==> config.mk <==
export PLATFORM = sky130hd
export DESIGN_NAME = paddle_ctrl
export DESIGN_NICKNAME = d
export VERILOG_FILES = /design/src/rtl/pong_pkg.sv /design/src/rtl/speed_ramp.sv /design/src/rtl/paddle_ctrl.sv
export SDC_FILE = /design/constraint.sdc
export NUM_CORES = 1
export LEC_CHECK = 0
export BUFFER_PORTS_ARGS = -buffer_cell sky130_fd_sc_hd__buf_2
export CORE_UTILIZATION = 56
export DETAILED_ROUTE_END_ITERATION = 8
export PLACE_DENSITY = 0.8
export SLEW_MARGIN = 15
export SYNTH_ARGS = -nofsm -noshare
export SYNTH_HDL_FRONTEND = slang
export SYNTH_SLANG_ARGS = --single-unit
==> constraint.sdc <==
create_clock -name clk -period 2.87 [get_ports clk]
set_input_delay 0.287 -clock clk [delete_from_list [all_inputs] [get_ports clk]]
set_output_delay 0.287 -clock clk [all_outputs]
set_load 0.05 [all_outputs]
==> src/rtl/pong_pkg.sv <==
// Shared pong constants, paddle FSM state type and position step helpers.
// Used by the paddle, renderer and ball-collision blocks.
package pong_pkg;

    localparam int SCREEN_H = 480;
    localparam int PADDLE_H = 64;
    localparam int Y_W      = 10;
    localparam int Y_MAX    = SCREEN_H - PADDLE_H;
    localparam int Y_INIT   = Y_MAX / 2;

    typedef enum logic [1:0] {
        IDLE,
        MOVE_UP,
        MOVE_DOWN
    } paddle_state_t;

    function automatic logic [Y_W-1:0] y_step_up(
        input logic [Y_W-1:0] y,
        input logic [Y_W-1:0] step
    );
        return (y < step) ? '0 : y - step;
    endfunction

    // One extra bit keeps y+step from wrapping before the clamp.
    function automatic logic [Y_W-1:0] y_step_down(
        input logic [Y_W-1:0] y,
        input logic [Y_W-1:0] step
    );
        logic [Y_W:0] sum;
        sum = {1'b0, y} + {1'b0, step};
        return (sum > (Y_W+1)'(Y_MAX)) ? Y_W'(Y_MAX) : sum[Y_W-1:0];
    endfunction

endpackage

==> src/rtl/speed_ramp.sv <==
// Paddle step ramp: counts held-direction frames and raises the step,
// saturating at MAX_SPEED. Only built when PADDLE_ACCEL_EN is defined.
module speed_ramp
    import pong_pkg::*;
#(
    parameter int SPEED        = 4,
    parameter int ACCEL_FRAMES = 8,
    parameter int MAX_SPEED    = 12
) (
    input  logic           clk,
    input  logic           reset,
    input  logic           tick,
    input  logic           same_dir,
    input  logic           restart,
    output logic [Y_W-1:0] speed
);

    localparam int CNT_W = (ACCEL_FRAMES > 1) ? $clog2(ACCEL_FRAMES) : 1;

    logic [Y_W-1:0]   speed_q;
    logic [CNT_W-1:0] hold_cnt;
    logic [CNT_W-1:0] cnt_eff;
    logic [Y_W:0]     bumped;

    // A restarting tick already moves at the base step and counts as frame 0.
    assign speed   = restart ? Y_W'(SPEED) : speed_q;
    assign cnt_eff = restart ? '0 : hold_cnt;
    assign bumped  = {1'b0, speed} + (Y_W+1)'(SPEED);

    always_ff @(posedge clk) begin
        if (reset) begin
            speed_q  <= Y_W'(SPEED);
            hold_cnt <= '0;
        end else if (tick) begin
            if (!same_dir) begin
                speed_q  <= Y_W'(SPEED);
                hold_cnt <= '0;
            end else if (cnt_eff == CNT_W'(ACCEL_FRAMES - 1)) begin
                hold_cnt <= '0;
                if (bumped > (Y_W+1)'(MAX_SPEED))
                    speed_q <= Y_W'(MAX_SPEED);
                else
                    speed_q <= bumped[Y_W-1:0];
            end else begin
                hold_cnt <= cnt_eff + 1'b1;
                speed_q  <= speed;
            end
        end
    end

endmodule

==> src/rtl/paddle_ctrl.sv <==
// One pong paddle: per-frame up/down movement clamped to the playfield.
// Define PADDLE_ACCEL_EN to ramp the step while a direction is held.
module paddle_ctrl
    import pong_pkg::*;
#(
    parameter int SPEED        = 4,
    parameter int ACCEL_FRAMES = 8,
    parameter int MAX_SPEED    = 12
) (
    input  logic           clk,
    input  logic           reset,
    input  logic           frame_tick,
    input  logic           btn_up,
    input  logic           btn_down,
    output logic [Y_W-1:0] paddle_y,
    output logic           moving,
    output logic           at_top,
    output logic           at_bottom
);

    paddle_state_t  state;
    paddle_state_t  state_nx;
    logic [Y_W-1:0] step;
    logic [Y_W-1:0] y_nx;

    always_comb begin
        state_nx = IDLE;
        unique case (1'b1)
            (btn_up & ~btn_down): state_nx = MOVE_UP;
            (btn_down & ~btn_up): state_nx = MOVE_DOWN;
            default:              state_nx = IDLE;
        endcase
    end

`ifdef PADDLE_ACCEL_EN
    logic same_dir;
    logic restart;

    // Going idle or changing direction drops back to the base step.
    assign same_dir = (state_nx != IDLE);
    assign restart  = (state_nx != state) || (state_nx == IDLE);

    speed_ramp #(
        .SPEED       (SPEED),
        .ACCEL_FRAMES(ACCEL_FRAMES),
        .MAX_SPEED   (MAX_SPEED)
    ) u_ramp (
        .clk     (clk),
        .reset   (reset),
        .tick    (frame_tick),
        .same_dir(same_dir),
        .restart (restart),
        .speed   (step)
    );
`else
    assign step = Y_W'(SPEED);
`endif

    always_comb begin
        y_nx = paddle_y;
        case (state_nx)
            MOVE_UP:   y_nx = y_step_up(paddle_y, step);
            MOVE_DOWN: y_nx = y_step_down(paddle_y, step);
            default:   y_nx = paddle_y;
        endcase
    end

    always_ff @(posedge clk) begin
        if (reset) begin
            state    <= IDLE;
            paddle_y <= Y_W'(Y_INIT);
            moving   <= 1'b0;
        end else if (frame_tick) begin
            state    <= state_nx;
            paddle_y <= y_nx;
            moving   <= (y_nx != paddle_y);
        end
    end

    assign at_top    = (paddle_y == '0);
    assign at_bottom = (paddle_y == Y_W'(Y_MAX));

endmodule

==> flow_summary.toml, run 1 <==
[finish]
finalNonFillerCells = 209
diodes = 0
stdcell_area_um2 = 1360
multiInputGateArea_um2 = 913
drive_gt1_frac = 0.198
fin_util = 0.678
fillerInstances = 174
area.growth.synth_to_final_pct = 12.1
ff_latch_area_um2 = 220
nNetsFinal = 194

[clock_network]
clkTransAtPathRegs_ps = 80
worstSkewPairLatency_ps = 270
cts_root_buffer = "clkbuf_4"
cts_buffers = 3
ctsHoldBuffers = 0
cts_tree = "yes"
cts_setup_buffers = 0
ctsHtreeMaxLevel = 1
cts.sinks = 11
cts.repair.resized = 0
cts_buffer_depth = 2

[worst_setup_path]
reg2reg_from = "paddle_y[6]$_SDFFE_PP1P_"
slowest_stage = "dfxtp_1"
crit_path_cell_trace = "nand3_1 > nor3_1 > mux2i_1 > o21ai_0 > buf_4 > or2_2 > o221a_2 > a31oi_1"
critPathKind = "reg2reg"
r2r_slack_ps = 180
critPathRequiredTime_ps = 3060
crit_cells = 8
worstPathArrival_ps = 2890
startpoint = "paddle_y[6]$_SDFFE_PP1P_"
critPathMaxFanout = 12
endpoint = "moving$_SDFFE_PP0P_"
critPathBufInv = 1
end_kind = "flip-flop"
cp_top_family = "simple AND/OR/NAND/NOR gates"
cp_slowest_stage_delay_ps = 580
cp-start-kind = "flip-flop"
r2r-end = "moving$_SDFFE_PP0P_"
r2r_cells = 8

[yosys]
synthArstFlopShare = 0
yosys.area.top_type = "dfxtp_1"
yosysTopAreaCellShare = 0.182
synth_most_common_cell = "nor2_1"
ys_ff_latch = 11
synth_edf_count = 0
netlist_top_cells_count = "13 x nor2_1, 11 x a21oi_1, 11 x clkbuf_1, 11 x dfxtp_1, 11 x o21ai_0"
synth_top_flop_cell = "dfxtp_1"
synth.avg_cell_area_um2 = 7.25
netlist_area_um2 = 1210
ys_seq_area_frac = 0.182
yosysWarnings = 0
ys_top_cells_by_area = "dfxtp_1 18%, ha_1 6.2%, a21oi_1 4.5%"
synthCells = 167
synth_cell_types = 54
syn-num-nets = 178

[detailed_routing]
wire_per_inst_um = 16.6
drtIter0Drc = 96
drt_first_pass_iters = 6
routed_wl_um = 3480
via_per_inst = 6.83
via_count = 1428
ant_nets = 0
drc_errors = 0

[place]
dp_hpwl_um = 2520
placed_area_um2 = 1330
placed_cells = 205
port-buffer-count = 17
pre_cts_slack_ps = 310
gp_congestion = 0.936

[grt]
grt_max_degree = 14
antenna_found_initial = 0
grt_pass1_vias = 1254
overflow = 0
grt_pass1_wl_um = 5820
grt.total_usage = 0.305

[timing]
slew_headroom = 0.602
fin_crit_sh = 0.939
hold_viol = 0
period_minus_slack_ps = 2690
hold_ws_ps = 313
setup_viol = 0
fmax_mhz = 371
worstMarginPinSlew_ps = 596
post-route-worst-setup-slack_ps = 175
finClkSkew_ps = 5.32
drv_slew = 0
fin_tns_setup_ps = 0
rsz0062_at_grt = "no"

[die]
initial_utilization = 0.605
die_y_um = 48.5
ios = 18
die_w_um = 48.5
row_count = 16
core_um2 = 2000
dieArea_um2 = 2350

[flow_run]
drv_cap = 0

[pwr]
peakVddDrop_mv = 0.326
finalPower_mw = 0.471
p_leak_nw = 0.518
powerDensity_nw_per_um2 = 347

[outcome]
status = "finished clean"

[min_path]
hold_path_class = "in2reg"
[power by group]
part           total (mW)  leakage [nW]  internal [mW]  switching (mW)
Sequential          0.178        0.0899          0.161          0.0176
Combinational       0.183         0.413         0.0661           0.117
Clock               0.110        0.0150         0.0538          0.0562
[logic make-up after synthesis]
kind of cell	Yosys count	synth area share
and+or+nand+nor	72	0.329
AOI/OAI and AO/OA	54	0.327
buffers and inverters	20	0.0692
DFF	11	0.182
adders and majority gates	6	0.0620
xor gates and xnor gates	2	0.0145
muxes	2	0.0165
[flip-flops by register name, indices dropped and copies added, names as in the netlist]
name	flops
moving	1
paddle_y	10
[cell usage in the layout (no fill, tap or decap), types with 5 or more instances in the layout]
master,Yosys,layout
buf_4,0,7
nor3_1,5,5
a21oi_1,11,11
o21ai_0,11,11
nand2_1,9,9
and2_1,6,6
buf_2,1,17
nor2_1,13,13
dfxtp_1,11,11
ha_1,6,6
nand3_1,8,8
inv_1,7,7
[final cells by class]
cell class / count / share of cell area
clock buffers: 4 / 0.0194
inverters: 7 / 0.0194
multi-input cells: 136 / 0.673
flip-flops and latches: 11 / 0.162
well taps: 27 / 0.0249
repair buffers: 24 / 0.101
[worst register-to-register path, stage by stage, from the launching register on]
cell and delay [ps]:
dfxtp_1 580, nand3_1 260, nor3_1 360, mux2i_1 380, o21ai_0 150, buf_4 190
or2_2 280, o221a_2 270, a31oi_1 140
[how the worst min path moves through the flow]
| stage | start | end | slack (ps) | depth (start not counted) |
|---|---|---|---|---|
| CTS | frame_tick | paddle_y[8]$_SDFFE_PP0P_ | 310 | 2 |
| floorplan | frame_tick | paddle_y[8]$_SDFFE_PP0P_ | 380 | 1 |
| finish | reset | paddle_y[2]$_SDFFE_PP0P_ | 310 | 2 |
| detailed placement | paddle_y[1]$_SDFFE_PP0P_ | paddle_y[1]$_SDFFE_PP0P_ | 540 | 1 |
| global route | frame_tick | paddle_y[8]$_SDFFE_PP0P_ | 310 | 2 |
| global placement | paddle_y[1]$_SDFFE_PP0P_ | paddle_y[1]$_SDFFE_PP0P_ | 540 | 1 |
[layer usage]
layer / global-route usage / up-vias / share of wire
li1: - / 654 / -
met1: 0.398 / 654 / 0.42
met2: 0.528 / 104 / 0.46
met3: 0.0220 / 16 / 0.096
met4: 0.108 / 0 / 0.021
met5: 0 / - / 0
Power figures use the tool's default switching activity.
==> run 2, diff against run 1 <==
--- a/config.mk
+++ b/config.mk
@@ -5,7 +5,7 @@
 export SDC_FILE = /design/constraint.sdc
 export NUM_CORES = 1
 export LEC_CHECK = 0
-export BUFFER_PORTS_ARGS = -buffer_cell sky130_fd_sc_hd__buf_2
+export BUFFER_PORTS_ARGS = -buffer_cell sky130_fd_sc_hd__clkbuf_2
 export CORE_UTILIZATION = 56
 export DETAILED_ROUTE_END_ITERATION = 8
 export PLACE_DENSITY = 0.8
==> constraint.sdc (replaced) <==
create_clock -name clk -period 2.87 [get_ports clk]
set_input_delay 0.1435 -clock clk [delete_from_list [all_inputs] [get_ports clk]]
set_output_delay 0.1435 -clock clk [all_outputs]
set_load 0.05 [all_outputs]
==> run 2 against run 1 <==
  * Non-clock buffer count up 1
  * Count of clock-buffer cells in the layout did not move
  * Hold slack worse by 140 ps
  * Largest power group unchanged
  * Cell count rose by 0.48%
  * Sequential power hardly changed
  * Via count shrank 1.9%
  * Core utilization rose by 0.31 points
  * Combinational power hardly changed
  * Clock power rose by 4%
  * Largest cell class unchanged
  * Sequential cell count unchanged
  * Global-route usage is 2.2 points higher
==> flow_summary.toml, run 2 (same netlist as run 1, synthesis figures left out) <==
[worst_setup_path]
slowest_stage = "dfxtp_1"
critPathBufInv = 0
cp-start-kind = "flip-flop"
cp_slowest_stage_delay_ps = 510
end_kind = "flip-flop"
critPathKind = "reg2reg"
critPathRequiredTime_ps = 3090
critPathMaxFanout = 9
crit_path_cell_trace = "nand3_1 > nor3_1 > mux2i_1 > o21ai_1 > or2_2 > o221a_2 > a31oi_1"
worstPathArrival_ps = 2820
cp_top_family = "simple AND/OR/NAND/NOR gates"

[die]
die_y_um = 48.5
initial_utilization = 0.605
ios = 18
core_um2 = 2000
row_count = 16
dieArea_um2 = 2350
die_w_um = 48.5

[finish]
finalNonFillerCells = 210
largest_reg_flops = 10
layout_common_cells = "17 x clkbuf_2, 13 x nor2_1, 11 x a21oi_1, 11 x dfxtp_1, 10 x o21ai_0"
top_regs = "paddle_y: 10 flops, moving: 1 flops"
layout_commonest_cell = "clkbuf_2"
drive_gt1_frac = 0.202
stdcell_area_um2 = 1360
regMostFlops = "paddle_y"
nNetsFinal = 195
diodes = 0
area.growth.synth_to_final_pct = 12.6

[place]
placed_cells = 206
placed_area_um2 = 1330
dp_hpwl_um = 2570
gp_congestion = 0.985
port-buffer-count = 17

[timing]
rsz0062_at_grt = "no"
fin_crit_sh = 0.909
fmax_mhz = 384
setup_viol = 0
fin_tns_setup_ps = 0
worstMarginPinSlew_ps = 651
hold_viol = 0
slew_headroom = 0.565
period_minus_slack_ps = 2610
finClkSkew_ps = 9.14
drv_slew = 0
hold_ws_ps = 174

[grt]
grt_max_degree = 17
grt_pass1_vias = 1321
grt.total_usage = 0.327
grt_pass1_wl_um = 6020
antenna_found_initial = 0
overflow = 0

[clock_network]
cts_root_buffer = "clkbuf_4"
cts_buffer_depth = 2
cts_buffers = 3
cts_tree = "yes"
ctsHoldBuffers = 0
cts.sinks = 11
worstSkewPairLatency_ps = 280
clkTransAtPathRegs_ps = 80
ctsHtreeMaxLevel = 1

[min_path]
hold_path_class = "in2reg"

[pwr]
peakVddDrop_mv = 0.289
powerDensity_nw_per_um2 = 348
p_leak_nw = 0.524

[detailed_routing]
drt_first_pass_iters = 4
via_per_inst = 6.67
ant_nets = 0
drtIter0Drc = 104
routed_wl_um = 3450
via_count = 1401
wire_per_inst_um = 16.4
drc_errors = 0

[outcome]
status = "finished clean"

[flow_run]
drv_cap = 0
==> run 2: changes by cell type in the layout (fill, tap and decap cells not counted), sizes merged <==
cell    change
buf        -16
clkbuf     +17
==> run 2: report_power, final <==
part           internal, mW  switching [mW]  leakage, nW
Sequential            0.161          0.0144       0.0899
Combinational        0.0660           0.120        0.419
Clock                0.0540          0.0595       0.0150
==> run 2: what timing repair did <==
item | 4_1_cts | 5_1_grt
resized for setup | 0 | 2
setup endpoints to repair | 0 | 3
buffers inserted | 0 | 0
==> run 2: metrics by stage <==
| stage | util | power, mW | worst slack (ps) |
|---|---|---|---|
| 2_1_floorplan | - | 0.313 | 64.6 |
| 3_3_place_gp | 0.666 | 0.356 | 324 |
| 3_5_place_dp | 0.666 | 0.359 | 201 |
| 4_1_cts | 0.679 | 0.467 | 194 |
| 5_1_grt | 0.681 | 0.498 | 37.4 |
| 6_report | 0.681 | 0.474 | 262 |
==> run 2: worst paths after layout <==
kind	from	end	slack, ps	depth (start not counted)
worst max-delay path	paddle_y[6]$_SDFFE_PP1P_	moving$_SDFFE_PP0P_	260	7
worst min-delay path	reset	paddle_y[9]$_SDFFE_PP0P_	170	2
worst max register to register	paddle_y[6]$_SDFFE_PP1P_	moving$_SDFFE_PP0P_	260	7
worst min register to register	paddle_y[0]$_SDFFE_PP0P_	paddle_y[0]$_SDFFE_PP0P_	560	1
==> run 2: layer usage <==
metal	wire length, µm	vias up	share of wire	track usage
met1	1540	645	0.45	0.441
li1	-	662	-	-
met4	55	0	0.016	0.132
met3	323	8	0.094	0.0535
met5	0	-	0	0
met2	1530	86	0.44	0.519
==> run 2: area by class of cell <==
| cell class | instances | area (µm²) |
|---|---|---|
| Fill cell | 170 | 638 |
| Sequential cell | 11 | 220 |
| Timing Repair Buffer | 25 | 145 |
| Multi-Input combinational cell | 136 | 912 |
| Tap cell | 27 | 33.8 |
| Inverter | 7 | 26.3 |
| Clock buffer | 4 | 26.3 |
==> run 2: worst reg2reg max path: stages (launching register included) <==
cell	delay [ps]
dfxtp_1	510
nand3_1	220
nor3_1	400
mux2i_1	410
o21ai_1	260
or2_2	340
o221a_2	270
a31oi_1	120
